$ cat config.mk
export PLATFORM = sky130hd
export DESIGN_NAME = bird_motion
export DESIGN_NICKNAME = d
export VERILOG_FILES = /design/src/rtl/flappy_pkg.sv /design/src/rtl/edge_detect.sv /design/src/rtl/bird_motion.sv
export SDC_FILE = /design/constraint.sdc
export NUM_CORES = 1
export LEC_CHECK = 0
export BUFFER_PORTS_ARGS = -buffer_cell sky130_fd_sc_hd__buf_2
export CAP_MARGIN = 10
export CORE_MARGIN = 5
export CORE_UTILIZATION = 50
export DETAILED_ROUTE_END_ITERATION = 8
export PLACE_DENSITY = 0.71
export SETUP_SLACK_MARGIN = 0.2
export SLEW_MARGIN = 20
export SYNTH_ARGS = -nofsm -noshare
export SYNTH_HDL_FRONTEND = slang
export SYNTH_SLANG_ARGS = --single-unit
$ cat constraint.sdc
create_clock -name Clk -period 8.2 [get_ports Clk]
set_clock_uncertainty 0.05 [all_clocks]
set_input_delay 1.64 -clock Clk [delete_from_list [all_inputs] [get_ports Clk]]
set_output_delay 1.64 -clock Clk [all_outputs]
set_load 0.01 [all_outputs]
$ cat src/rtl/flappy_pkg.sv
// Shared Flappy Bird constants and types; color_mapper and pipe logic import the same values.
package flappy_pkg;

  typedef enum logic [1:0] {READY, FLYING, DEAD} bird_state_t;

  localparam logic [9:0] SCREEN_W = 10'd640;
  localparam logic [9:0] SCREEN_H = 10'd480;

  localparam logic [9:0] START_Y  = 10'd240;
  localparam logic [9:0] BIRD_X   = 10'd300;
  localparam logic [9:0] BIRD_W   = 10'd40;
  localparam logic [9:0] BIRD_H   = 10'd40;
  localparam logic [9:0] HALF_H   = BIRD_H >> 1;
  localparam logic [9:0] FLOOR_Y  = 10'd400;

  // Legal range of the bird centre row.
  localparam logic [9:0] Y_TOP    = HALF_H;
  localparam logic [9:0] Y_BOTTOM = FLOOR_Y - HALF_H;

  localparam logic signed [5:0] FLAP_VEL = 6'sd8;
  localparam logic signed [5:0] GRAVITY  = 6'sd1;
  localparam logic signed [5:0] MAX_FALL = 6'sd10;

  function automatic logic signed [5:0] fall_vel(input logic signed [5:0] vel);
    logic signed [5:0] v;
    v = vel + GRAVITY;
    return (v > MAX_FALL) ? MAX_FALL : v;
  endfunction

endpackage

$ cat src/rtl/edge_detect.sv
// Registered rising-edge detector with synchronous active-high reset.
module edge_detect (
  input  logic clk,
  input  logic rst,
  input  logic sig_in,
  output logic rise
);

  logic sig_q, sig_d;

  always_comb sig_d = sig_in;

  always_ff @(posedge clk) begin
    if (rst) sig_q <= 1'b0;
    else     sig_q <= sig_d;
  end

  assign rise = sig_in & ~sig_q;

endmodule

$ cat src/rtl/bird_motion.sv
// Per-frame bird physics, three-state game FSM and combinational hit-box flag.
// state  | meaning
// READY  | parked at START_Y, waiting for the first flap
// FLYING | flap/gravity physics advanced once per frame tick
// DEAD   | falls to the floor ignoring flaps; a flap at the floor restarts
module bird_motion
  import flappy_pkg::*;
(
  input  logic       Clk,
  input  logic       Reset,
  input  logic       frame_clk,
  input  logic       flap,
  input  logic       collide,
  input  logic [9:0] DrawX,
  input  logic [9:0] DrawY,
  output logic [9:0] Bird_Y_Pos,
  output logic       is_bird,
  output logic       game_active,
  output logic       game_over
);

  logic frame_tick, flap_rise;

  bird_state_t       state_q, state_d;
  logic [9:0]        y_q, y_d;
  logic signed [5:0] vel_q, vel_d, vel_new;
  logic signed [10:0] y_next;
  logic              flap_pend_q, flap_pend_d;
  logic              game_active_q, game_active_d;
  logic              game_over_q, game_over_d;
  logic              flap_now, at_floor;
  logic [10:0]       dx, dy, yb;

  edge_detect u_frame_edge (
    .clk    (Clk),
    .rst    (Reset),
    .sig_in (frame_clk),
    .rise   (frame_tick)
  );

  edge_detect u_flap_edge (
    .clk    (Clk),
    .rst    (Reset),
    .sig_in (flap),
    .rise   (flap_rise)
  );

  always_ff @(posedge Clk) begin
    if (Reset) begin
      state_q       <= READY;
      y_q           <= START_Y;
      vel_q         <= '0;
      flap_pend_q   <= 1'b0;
      game_active_q <= 1'b0;
      game_over_q   <= 1'b0;
    end else begin
      state_q       <= state_d;
      y_q           <= y_d;
      vel_q         <= vel_d;
      flap_pend_q   <= flap_pend_d;
      game_active_q <= game_active_d;
      game_over_q   <= game_over_d;
    end
  end

  always_comb begin
    flap_now = flap_pend_q | flap_rise;
    at_floor = (y_q == Y_BOTTOM);
    // DEAD never flaps, so its tick is pure gravity.
    vel_new  = (flap_now && state_q != DEAD) ? -FLAP_VEL : fall_vel(vel_q);
    y_next   = $signed({1'b0, y_q}) + $signed({{5{vel_new[5]}}, vel_new});

    state_d     = state_q;
    y_d         = y_q;
    vel_d       = vel_q;
    flap_pend_d = flap_pend_q | flap_rise;

    case (state_q)
      READY: begin
        y_d   = START_Y;
        vel_d = '0;
        if (frame_tick) begin
          flap_pend_d = 1'b0;
          if (flap_now) begin
            state_d = FLYING;
            vel_d   = vel_new;
            y_d     = y_next[9:0];
          end
        end
      end
      FLYING: begin
        if (collide) begin
          state_d     = DEAD;
          flap_pend_d = 1'b0;
        end else if (frame_tick) begin
          flap_pend_d = 1'b0;
          vel_d       = vel_new;
          y_d         = y_next[9:0];
          if (y_next < $signed({1'b0, Y_TOP})) begin
            y_d   = Y_TOP;
            vel_d = '0;
          end else if (y_next >= $signed({1'b0, Y_BOTTOM})) begin
            y_d     = Y_BOTTOM;
            vel_d   = '0;
            state_d = DEAD;
          end
        end
      end
      DEAD: begin
        flap_pend_d = 1'b0;
        if (at_floor && flap_rise) begin
          state_d = READY;
          y_d     = START_Y;
          vel_d   = '0;
        end else if (frame_tick) begin
          vel_d = vel_new;
          y_d   = y_next[9:0];
          if (y_next < $signed({1'b0, Y_TOP})) begin
            y_d   = Y_TOP;
            vel_d = '0;
          end else if (y_next >= $signed({1'b0, Y_BOTTOM})) begin
            y_d   = Y_BOTTOM;
            vel_d = '0;
          end
        end
      end
      default: begin
        state_d     = READY;
        y_d         = START_Y;
        vel_d       = '0;
        flap_pend_d = 1'b0;
      end
    endcase
  end

  always_comb begin
    game_active_d = (state_d == FLYING);
    game_over_d   = (state_d == DEAD);

    dx = {1'b0, DrawX};
    dy = {1'b0, DrawY};
    yb = {1'b0, y_q};
    is_bird = (dx >= {1'b0, BIRD_X}) && (dx < {1'b0, BIRD_X} + {1'b0, BIRD_W}) &&
              (dy + {1'b0, HALF_H} >= yb) && (dy < yb + {1'b0, HALF_H});
  end

  assign Bird_Y_Pos  = y_q;
  assign game_active = game_active_q;
  assign game_over   = game_over_q;

endmodule
==> flow_metrics.env <==
export IMPL_worst_slack_ns=2.29
export IMPL_setup_viol=0
export IMPL_wl_per_cell_um=15.9
export IMPL_fin_crit_sh_pct=72.1
export IMPL_crit_path_start_kind="input port"
export IMPL_p_per_area_mw_per_mm2=141
export IMPL_start_util_pct=52.0
export IMPL_whs_ns=0.501
export IMPL_die_h_um=86.1
export IMPL_rsz0062_at_grt="false"
export IMPL_fmax_ghz=0.169
export IMPL_yosys_area_share_adder_pct=14.7
export IMPL_fillCellCount=538
export IMPL_multiInputGateArea_mm2=0.00227
export IMPL_synth_seq_cells=23
export IMPL_syn_num_nets=440
export IMPL_slew_headroom_pct=46.2
export IMPL_rows=27
export IMPL_grt_overflow=0
export IMPL_final_min_clock_period_ns=5.91
export IMPL_gp_congestion=0.926
export IMPL_critical_path_required_ns=8.32
export IMPL_slew_violations=0
export IMPL_seqCellArea_um2=460
export IMPL_finalHoldViolations=0
export IMPL_post_synth_top_count_cell="ha_1"
export IMPL_peakVddDrop_mv=0.0713
export IMPL_yosysWarnings=0
export IMPL_io_pins=38
export IMPL_worst_path_max_fanout=11
export IMPL_yosys_area_top_type="dfxtp_1"
export IMPL_vias=2914
export IMPL_syn_area_per_cell_um2=7.61
export IMPL_grt_pass1_vias=2625
export IMPL_synth_compound_area_share_pct=35.0
export IMPL_worst_r2r_setup_slack_ns=3.25
export IMPL_end_kind="register"
export IMPL_worstHoldPathCells=2
export IMPL_grtUsageTotal_pct=19.8
export IMPL_drt_initial_drc_count=249
export IMPL_async_flop_share_pct=0
export IMPL_hold_buffers=0
export IMPL_place_ws_ns=2.10
export IMPL_io_buffers=35
export IMPL_grt_first_pass_wirelength_um=12300
export IMPL_die_area_mm2=0.00742
export IMPL_synth_top_area_share_pct=15.9
export IMPL_layout_drive_gt1_share_pct=13.9
export IMPL_grt_max_degree=18
export IMPL_root_buffer="clkbuf_8"
export IMPL_synth_xor_xnor_area_share_pct=6.35
export IMPL_clk_latency_ns=0.27
export IMPL_cts_resized=0
export IMPL_syn_to_final_growth_pct=7.69
export IMPL_synth_top_family_by_area="compound AO/OA/AOI/OAI gates"
export IMPL_critical_path_class="input port to register"
export IMPL_vias_per_cell=6.15
export IMPL_syn_instance_count=381
export IMPL_tritoncts="built"
export IMPL_tightest_slew_ns=0.794
export IMPL_status="complete, no violations"
export IMPL_cts_buffers=3
export IMPL_n_antenna_cell=0
export IMPL_muxShareOfSynthArea_pct=0.345
export IMPL_final_nets=462
export IMPL_first_pass_iters=6
export IMPL_synth_edf_count=0
export IMPL_antenna_found_initial=0
export IMPL_finalWirelength_um=7530
export IMPL_synth_top_flop_cell="dfxtp_1"
export IMPL_cp_data_arrival_time_ns=6.03
export IMPL_hpwl_um=5900
export IMPL_drtAntennaViolNets=0
export IMPL_synth_distinct_cells=70
export IMPL_maxCapViolations=0
export IMPL_post_cts_setup_buffers=0
export IMPL_cts_sinks=23
export IMPL_rr_worst_depth=16
export IMPL_fin_tns_setup_ns=0
export IMPL_synthSimpleGateAreaFrac_pct=21.9
export IMPL_power_leakage_nw=1.30
export IMPL_drc=0
export IMPL_core_mm2=0.00557
export IMPL_synth_area_mm2=0.00290
export IMPL_synthTopCellsByCount="ha_1 (34), nand2_1 (33), a21oi_1 (31), o21ai_0 (31), nor2_1 (25)"
export IMPL_synthTopCellsByArea="dfxtp_1 (16%), ha_1 (15%), a21oi_1 (5.4%)"
export IMPL_clockBufferDepth=2
export IMPL_ys_seq_area_share_pct=15.9
export IMPL_htree_levels=1
export IMPL_hp_class="register to register"
export IMPL_fp_dieW_um=86.1
export IMPL_clk_pin_slew_ns=0.09
report_power, final:
part	switching, mW	internal, mW	leakage [nW]
Sequential	0.0117	0.118	0.187
Clock	0.0386	0.0340	0.0255
Combinational	0.142	0.0949	1.08
state kept, by name, indices dropped and copies added, names as in the netlist:
| register | count |
|---|---|
| flap_pend_q | 1 |
| Bird_Y_Pos | 10 |
| u_frame_edge.sig_q | 1 |
| game_active | 1 |
| state_q | 2 |
| vel_q | 6 |
| u_flap_edge.sig_q | 1 |
| game_over | 1 |
placed cells by master (no fill, tap or decap), types with 5 or more instances in the layout:
| cell | instances |
|---|---|
| a211oi_1 | 13 |
| a21o_1 | 9 |
| a21oi_1 | 31 |
| a31oi_1 | 7 |
| and3_1 | 5 |
| buf_2 | 35 |
| dfxtp_1 | 23 |
| ha_1 | 34 |
| inv_1 | 21 |
| nand2_1 | 33 |
| nand2b_1 | 6 |
| nand3_1 | 7 |
| nor2_1 | 25 |
| nor2b_1 | 12 |
| nor3_1 | 6 |
| o21ai_0 | 31 |
| xnor2_1 | 17 |
cells by family after synthesis:
logic type / count (synthesis)
adders and majority gates: 34
muxes: 1
buffers and inverters: 39
and+or+nand+nor: 121
DFF: 23
AOI/OAI and AO/OA: 142
xor gates and xnor gates: 21
final cells by class:
cell class / count / area share, %
Multi-Input combinational cell: 319 / 72.7
Sequential cell: 23 / 14.8
Timing Repair Buffer: 35 / 5.61
Tap cell: 72 / 2.89
Inverter: 21 / 2.53
Clock buffer: 3 / 1.32
Clock inverter: 1 / 0.160
routing by layer:
metal / vias up / wire length, µm / global-route usage, %
met5: - / 0 / 0
met4: 0 / 111 / 5.04
met3: 14 / 398 / 1.83
met2: 85 / 3500 / 33.6
met1: 1353 / 3520 / 26.9
li1: 1462 / - / -
path summary, 6_finish.rpt:
kind,endpoint,from
min,vel_q[5],vel_q[5]
min reg2reg,vel_q[5],vel_q[5]
max reg2reg,vel_q[1],vel_q[1]
max,vel_q[1],flap
through the flow:
step           util [%]  std cells  cell area (µm²)  total power, mW
5_1_grt            56.0        474             3120            0.470
3_5_place_dp       55.2        470             3070            0.363
3_3_place_gp       55.2        470             3070            0.358
4_1_cts            56.0        474             3120            0.435
6_report           56.0        474             3120            0.439
2_1_floorplan         -        381             2900            0.310
critical path: stages:
cell      delay [ns]
buf_2           0.10
nor2b_1         0.16
o21bai_1        0.62
o21ai_0         0.46
ha_1            0.47
a21oi_1         0.19
a21boi_0        0.25
or3_1           0.39
o311ai_1        0.68
nand4_1         0.40
and3_1          0.38
a32o_1          0.28
No activity file was read; power rests on OpenSTA's default activity.
